### src/rtl/aes_pkg.sv
// Shared AES definitions: word type, key-length encoding, S-box and Rcon tables,
// and the key-length to NK/Nr lookups used by the key schedule.
package aes_pkg;

    typedef logic [31:0] word_t;

    typedef enum logic [1:0] {
        KLEN_128 = 2'd0,
        KLEN_192 = 2'd1,
        KLEN_256 = 2'd2,
        KLEN_BAD = 2'd3
    } klen_e;

    // Forward S-box, entry 0x00 in the top byte.
    localparam logic [2047:0] SBOX_TBL = {
        128'h637c777bf26b6fc53001672bfed7ab76,
        128'hca82c97dfa5947f0add4a2af9ca472c0,
        128'hb7fd9326363ff7cc34a5e5f171d83115,
        128'h04c723c31896059a071280e2eb27b275,
        128'h09832c1a1b6e5aa0523bd6b329e32f84,
        128'h53d100ed20fcb15b6acbbe394a4c58cf,
        128'hd0efaafb434d338545f9027f503c9fa8,
        128'h51a3408f929d38f5bcb6da2110fff3d2,
        128'hcd0c13ec5f974417c4a77e3d645d1973,
        128'h60814fdc222a908846eeb814de5e0bdb,
        128'he0323a0a4906245cc2d3ac629195e479,
        128'he7c8376d8dd54ea96c56f4ea657aae08,
        128'hba78252e1ca6b4c6e8dd741f4bbd8b8a,
        128'h703eb5664803f60e613557b986c11d9e,
        128'he1f8981169d98e949b1e87e9ce5528df,
        128'h8ca1890dbfe6426841992d0fb054bb16
    };

    function automatic logic [7:0] sbox(input logic [7:0] b);
        return SBOX_TBL[11'd2047 - {b, 3'b000} -: 8];
    endfunction

    function automatic logic [7:0] rcon(input logic [3:0] j);
        case (j)
            4'd1:    return 8'h01;
            4'd2:    return 8'h02;
            4'd3:    return 8'h04;
            4'd4:    return 8'h08;
            4'd5:    return 8'h10;
            4'd6:    return 8'h20;
            4'd7:    return 8'h40;
            4'd8:    return 8'h80;
            4'd9:    return 8'h1b;
            4'd10:   return 8'h36;
            default: return 8'h00;
        endcase
    endfunction

    function automatic logic [3:0] nk_of(input klen_e k);
        case (k)
            KLEN_128: return 4'd4;
            KLEN_192: return 4'd6;
            KLEN_256: return 4'd8;
            default:  return 4'd0;
        endcase
    endfunction

    function automatic logic [3:0] nr_of(input klen_e k);
        return nk_of(k) + 4'd6;
    endfunction

endpackage

### src/rtl/aes_sbox.sv
// Single-byte forward AES S-box lookup.
module aes_sbox (
    input  logic [7:0] in_byte,
    output logic [7:0] out_byte
);
    import aes_pkg::*;

    assign out_byte = sbox(in_byte);

endmodule

### src/rtl/aes_sub_word.sv
// SubWord with optional RotWord ahead of it and an Rcon byte folded into the top byte.
module aes_sub_word (
    input  logic [31:0] word_in,
    input  logic        rot_en,
    input  logic [7:0]  rcon_in,
    output logic [31:0] word_out
);
    logic [31:0] rot_w;
    logic [31:0] sub_w;

    assign rot_w = rot_en ? {word_in[23:0], word_in[31:24]} : word_in;

    for (genvar b = 0; b < 4; b++) begin : g_sbox
        aes_sbox u_sbox (
            .in_byte  (rot_w[8*b +: 8]),
            .out_byte (sub_w[8*b +: 8])
        );
    end

    assign word_out = sub_w ^ {rcon_in, 24'h0};

endmodule

### src/rtl/aes_key_sched.sv
// AES-128/192/256 key expansion, one word per cycle, round keys streamed with valid/ready.
// Optional macro AES_KS_LAST_KEY_EN adds the last_key output (final round key, decrypt start).
module aes_key_sched #(
    parameter int NK_MAX = 8
) (
    input  logic                  clk,
    input  logic                  rst,
    input  logic                  start,
    input  logic [1:0]            klen,
    input  logic [32*NK_MAX-1:0]  key_in,
    output logic                  busy,
    output logic                  rk_valid,
    input  logic                  rk_ready,
    output logic [127:0]          rk_out,
    output logic [3:0]            rk_idx,
    output logic                  done,
    output logic                  err
`ifdef AES_KS_LAST_KEY_EN
    ,
    output logic [127:0]          last_key
`endif
);
    import aes_pkg::*;

    typedef enum logic [1:0] {S_IDLE, S_EXPAND, S_DONE} state_e;

    state_e       state_q, state_d;
    klen_e        klen_q, klen_d;
    word_t        win_q [NK_MAX];
    word_t        win_d [NK_MAX];
    logic [3:0]   mcnt_q, mcnt_d;
    logic [3:0]   rcj_q, rcj_d;
    logic [3:0]   rk_idx_q, rk_idx_d;
    logic [1:0]   wpos_q, wpos_d;
    logic [127:0] rk_out_q, rk_out_d;
    logic         busy_q, busy_d;
    logic         rk_valid_q, rk_valid_d;
    logic         done_q, done_d;
    logic         err_q, err_d;
`ifdef AES_KS_LAST_KEY_EN
    logic [127:0] last_key_q, last_key_d;
`endif

    klen_e        klen_in;
    logic [3:0]   nk, nr;
    word_t        newest, sub_out, temp, new_w;
    logic [7:0]   rcon_sel;
    logic [127:0] rk_buf;
    logic         use_rot, use_sub, hs, last_hs, gen;

    assign klen_in = klen_e'(klen);

    // The window always emits its oldest word and appends the word NK positions later.
    always_comb begin
        nk     = nk_of(klen_q);
        nr     = nr_of(klen_q);
        newest = win_q[0];
        for (int k = 0; k < NK_MAX; k++) begin
            if (k == int'(nk) - 1) newest = win_q[k];
        end
        use_rot  = (mcnt_q == 4'd0);
        use_sub  = use_rot || (nk == 4'd8 && mcnt_q == 4'd4);
        rcon_sel = use_rot ? rcon(rcj_q) : 8'h00;
    end

    aes_sub_word u_sub_word (
        .word_in  (newest),
        .rot_en   (use_rot),
        .rcon_in  (rcon_sel),
        .word_out (sub_out)
    );

    always_comb begin
        state_d    = state_q;
        klen_d     = klen_q;
        win_d      = win_q;
        mcnt_d     = mcnt_q;
        rcj_d      = rcj_q;
        rk_idx_d   = rk_idx_q;
        wpos_d     = wpos_q;
        rk_out_d   = rk_out_q;
        busy_d     = busy_q;
        rk_valid_d = rk_valid_q;
        done_d     = 1'b0;
        err_d      = 1'b0;
`ifdef AES_KS_LAST_KEY_EN
        last_key_d = last_key_q;
`endif
        temp    = use_sub ? sub_out : newest;
        new_w   = win_q[0] ^ temp;
        hs      = rk_valid_q && rk_ready;
        last_hs = hs && (rk_idx_q == nr);
        gen     = (state_q == S_EXPAND) && (!rk_valid_q || (hs && !last_hs));
        rk_buf  = hs ? 128'h0 : rk_out_q;

        case (state_q)
            S_IDLE: begin
                if (start) begin
                    if (klen_in == KLEN_BAD || int'(nk_of(klen_in)) > NK_MAX) begin
                        err_d = 1'b1;
                    end else begin
                        state_d    = S_EXPAND;
                        busy_d     = 1'b1;
                        klen_d     = klen_in;
                        mcnt_d     = 4'd0;
                        rcj_d      = 4'd1;
                        wpos_d     = 2'd0;
                        rk_idx_d   = 4'd0;
                        rk_out_d   = 128'h0;
                        rk_valid_d = 1'b0;
`ifdef AES_KS_LAST_KEY_EN
                        last_key_d = 128'h0;
`endif
                        for (int k = 0; k < NK_MAX; k++) begin
                            win_d[k] = key_in[32*(NK_MAX-k)-1 -: 32];
                        end
                    end
                end
            end
            S_EXPAND: begin
                if (hs) begin
                    rk_valid_d = 1'b0;
                    if (!last_hs) rk_idx_d = rk_idx_q + 4'd1;
                end
                if (last_hs) begin
                    state_d = S_DONE;
                    busy_d  = 1'b0;
                    done_d  = 1'b1;
`ifdef AES_KS_LAST_KEY_EN
                    last_key_d = rk_out_q;
`endif
                end
                if (gen) begin
                    case (wpos_q)
                        2'd0:    rk_buf[127:96] = win_q[0];
                        2'd1:    rk_buf[95:64]  = win_q[0];
                        2'd2:    rk_buf[63:32]  = win_q[0];
                        default: rk_buf[31:0]   = win_q[0];
                    endcase
                    rk_out_d = rk_buf;
                    wpos_d   = wpos_q + 2'd1;
                    if (wpos_q == 2'd3) rk_valid_d = 1'b1;
                    for (int k = 0; k < NK_MAX - 1; k++) begin
                        if (k < int'(nk) - 1) win_d[k] = win_q[k+1];
                    end
                    for (int k = 0; k < NK_MAX; k++) begin
                        if (k == int'(nk) - 1) win_d[k] = new_w;
                    end
                    if (mcnt_q == nk - 4'd1) begin
                        mcnt_d = 4'd0;
                        rcj_d  = rcj_q + 4'd1;
                    end else begin
                        mcnt_d = mcnt_q + 4'd1;
                    end
                end
            end
            S_DONE:  state_d = S_IDLE;
            default: state_d = S_IDLE;
        endcase
    end

    always_ff @(posedge clk or posedge rst) begin
        if (rst) begin
            state_q    <= S_IDLE;
            klen_q     <= KLEN_128;
            mcnt_q     <= 4'd0;
            rcj_q      <= 4'd0;
            rk_idx_q   <= 4'd0;
            wpos_q     <= 2'd0;
            rk_out_q   <= 128'h0;
            busy_q     <= 1'b0;
            rk_valid_q <= 1'b0;
            done_q     <= 1'b0;
            err_q      <= 1'b0;
`ifdef AES_KS_LAST_KEY_EN
            last_key_q <= 128'h0;
`endif
            for (int k = 0; k < NK_MAX; k++) win_q[k] <= 32'h0;
        end else begin
            state_q    <= state_d;
            klen_q     <= klen_d;
            mcnt_q     <= mcnt_d;
            rcj_q      <= rcj_d;
            rk_idx_q   <= rk_idx_d;
            wpos_q     <= wpos_d;
            rk_out_q   <= rk_out_d;
            busy_q     <= busy_d;
            rk_valid_q <= rk_valid_d;
            done_q     <= done_d;
            err_q      <= err_d;
`ifdef AES_KS_LAST_KEY_EN
            last_key_q <= last_key_d;
`endif
            for (int k = 0; k < NK_MAX; k++) win_q[k] <= win_d[k];
        end
    end

    assign busy     = busy_q;
    assign rk_valid = rk_valid_q;
    assign rk_out   = rk_out_q;
    assign rk_idx   = rk_idx_q;
    assign done     = done_q;
    assign err      = err_q;
`ifdef AES_KS_LAST_KEY_EN
    assign last_key = last_key_q;
`endif

endmodule

### config.mk
export PLATFORM = sky130hd
export DESIGN_NAME = aes_key_sched
export DESIGN_NICKNAME = d
export VERILOG_FILES = /design/src/rtl/aes_pkg.sv /design/src/rtl/aes_sbox.sv /design/src/rtl/aes_sub_word.sv /design/src/rtl/aes_key_sched.sv
export SDC_FILE = /design/constraint.sdc
export NUM_CORES = 2
export LEC_CHECK = 0
export CAP_MARGIN = 20
export CORE_UTILIZATION = 41
export DETAILED_ROUTE_END_ITERATION = 7
export PLACE_DENSITY_LB_ADDON = 0.1
export SETUP_SLACK_MARGIN = 0.05
export SYNTH_ARGS = -nofsm -noshare
export SYNTH_HDL_FRONTEND = slang
export SYNTH_SLANG_ARGS = --single-unit
export TNS_END_PERCENT = 10
### constraint.sdc
create_clock -name clk -period 13.65 [get_ports clk]
set_clock_uncertainty 0.1 [all_clocks]
set_input_delay 2.73 -clock clk [delete_from_list [all_inputs] [get_ports clk]]
set_output_delay 2.73 -clock clk [all_outputs]
set_load 0.02 [all_outputs]
==> metrics.txt <==
run status completed; HPWL Detailed 146000 um; asr flop ratio synth 100%; WL/cell 34.2 um; WP buf/inv 4; total grt overflow 0; nets@finish 5137; post-cts gate resize count 0; Die Ht 298 um; Top FF cell, synth dfrtp_1; worst path cell trace inv_1 > ha_1 > and3b_1 > buf_4 > o211ai_1 > nand2_1 > o21ai_1 > buf_4 > inv_1 > ha_1 > o211ai_1 > o221ai_1 > and3_1 > a31oi_1 > o31ai_1 > a211oi_2 > xnor2_1 > o211ai_1; Clock transition at path regs 0.06 ns; Avg Inst Size Synth 7.56 um2; First DRT Iteration DRCs 8278; CP top delay family compound AO/OA/AOI/OAI gates; Final Worst Setup Slack 5.36 ns; I/O pin cnt 398; Clock Root Buffer clkbuf_16; CP most frequent cell o211ai_1; First-pass DRT Iterations 7; commonest non-fill, non-tap cells in the layout nand2_1, dfrtp_1, clkdlybuf4s50_1, nor2_1, a21oi_1; max cap viols 0; crit path time final 8.29 ns; hold-fix buffers at CTS 0; vias in the first global route 40007; largest net degree at the start of global routing 150; Least-Margin Pin Slew 1.22 ns; slew margin rel. 18.5%; final WL 205000 um; Netlist cell types 118; area delta synth->final 15.9%; drt drc 0; HP Class reg -> reg; H-Tree Depth 2; port bufs 397; Synth Net Count 5077; largest stage delay on the critical path 0.91 ns; Seq cells post-synth 406; row count 108; via-per-instance ratio 7.31; gr usage total 44.3%; initial antenna violation count 12; Worst Path Max Fanout 28; commonest non-fill, non-tap cell in the layout nand2_1; setup TNS 0 ns; Die Area 88600 um2; Finished Core Util 48.0%; Final Hold Fails 0; routed vias 43798; Placed Area 40000 um2; Final setup viols 0; Crit Path Category reg -> reg; Max Slew Vio Count 0; Clock Latency Late Sink 0.60 ns; core area 86600 um2; critical path launch point type register; dpl ws 5.87 ns; postcts setup bufs 0; Synth Instances 4741; sequential share of the synthesized area 28.3%; CTS sink count 406; CTS Buf Count 44; Ys Warns 0; RSZ-0062 raised after global routing false; GP Congestion 1.06; Post-synth EDFFs 0; WP data arrival 8.64 ns; Mapped Area 35800 um2; Peak Freq 0.121 GHz; Initial Util 41.4%; Final Cell Area 41500 um2; Critical Path Sink Type register; CP max stage cell xnor2_1; die width 298 um; maximum buffer depth of the clock tree 3; period utilization 60.8%; post-route ant nets 0; Critical Path RT 13.99 ns; TritonCTS clock tree yes; layout cells sized above 1 7.03%; first-pass GRT wire length 293000 um
==> registers in the layout, summed over array words and instances (netlist names), 2 cells and up <==
register  cells
rk_idx        4
rcj_q         4
rk_out      128
mcnt_q        4
klen_q        2
win_q       256
wpos_q        2
state_q       2
==> through the flow <==
step                hold WS (ns)  std cells
finish                     0.396       5995
global route               0.407       5992
CTS                        0.400       5987
detailed placement         0.381       5909
global placement           0.382       5903
floorplan                  0.364       4741
==> final cells by class <==
cell class / count / area [um2]
tap: 1155 / 1450
sequential: 406 / 10200
fill: 8732 / 45100
clock inverter: 13 / 209
multi-input combinational: 3759 / 23300
clock buffer: 65 / 1260
inverter: 64 / 244
antenna: 7 / 17.5
timing repair buffer: 526 / 4950
==> worst reg2reg max path, cell delays in order (launching register included) <==
cell and delay, ns:
dfrtp_1 0.46, inv_1 0.21, ha_1 0.86, and3b_1 0.68, buf_4 0.39, o211ai_1 0.25, nand2_1 0.55, o21ai_1 0.13
buf_4 0.24, inv_1 0.58, ha_1 0.74, o211ai_1 0.58, o221ai_1 0.33, and3_1 0.18, a31oi_1 0.05, o31ai_1 0.52
a211oi_2 0.15, xnor2_1 0.92, o211ai_1 0.20
==> worst paths after layout <==
| check | from | end | slack (ns) | cells past startpoint |
|---|---|---|---|---|
| worst max register to register | klen_q[0]$_DFFE_PP0P_ | win_q[21]$_DFFE_PP0P_ | 5.36 | 18 |
| max in group asynchronous | rst | rk_out[126]$_DFFE_PP0P_ | 8.44 | 5 |
| worst min register to register | rk_out[23]$_DFFE_PP0P_ | rk_out[23]$_DFFE_PP0P_ | 0.40 | 1 |
| worst min-delay path | rk_out[23]$_DFFE_PP0P_ | rk_out[23]$_DFFE_PP0P_ | 0.40 | 1 |
| worst max-delay path | klen_q[0]$_DFFE_PP0P_ | win_q[21]$_DFFE_PP0P_ | 5.36 | 18 |
| min in group asynchronous | rst | done$_DFF_PP0_ | 2.63 | 3 |
==> cells in the mapped netlist (all sizes together) (19+ instances only) <==
library cell | instances | share of area (%)
nand2 | 648 | 6.8
dfrtp | 406 | 28
nor2 | 404 | 4.3
a21oi | 379 | 5.4
o21ai | 299 | 4.3
clkbuf | 267 | 2.8
buf | 245 | 3.9
a31oi | 220 | 3.9
nand3 | 204 | 2.8
nor3 | 193 | 2.8
a22o | 130 | 3.2
o211ai | 111 | 2.3
a211oi | 92 | 2.1
and3 | 83 | 1.4
o221ai | 82 | 2.0
ha | 74 | 2.6
inv | 64 | 0.67
o311ai | 46 | 1.2
o31ai | 40 | 1.0
nand4 | 39 | 0.68
a311oi | 36 | 0.91
xnor2 | 36 | 0.92
mux2i | 34 | 0.95
o22ai | 34 | 0.63
a21o | 33 | 0.69
a221oi | 32 | 0.78
o2111ai | 32 | 0.78
a2111oi | 28 | 0.72
a211o | 28 | 0.71
o21a | 24 | 0.50
or3 | 24 | 0.42
a32oi | 22 | 0.63
nor3b | 21 | 0.47
and2 | 20 | 0.35
o31a | 20 | 0.49
nor2b | 19 | 0.33
==> logic make-up (layout without fill, tap and decap cells) <==
group | count (synthesis) | after routing | synth area share (%)
buffers and inverters | 576 | 668 | 7.36
XOR/XNOR | 51 | 51 | 1.29
multiplexers | 48 | 48 | 1.58
flip-flops | 406 | 406 | 28.3
adder cells (fa/ha/maj) | 74 | 74 | 2.58
AO/OA/AOI/OAI | 1835 | 1835 | 36.2
other | 0 | 7 | 0
AND/OR/NAND/NOR | 1751 | 1751 | 22.6
==> metal layers <==
layer	wire length, um	vias to the layer above	global-route usage [%]	part of all wire [%]
met5	13	-	0	0.0063
met2	85800	3712	64.0	42
li1	-	18096	-	-
met3	25900	762	11.0	13
met4	13500	2	23.5	6.6
met1	79700	21226	60.5	39
Power is not shown: default switching activity piles up to over one toggle a cycle in this logic, so the estimate is an artifact.
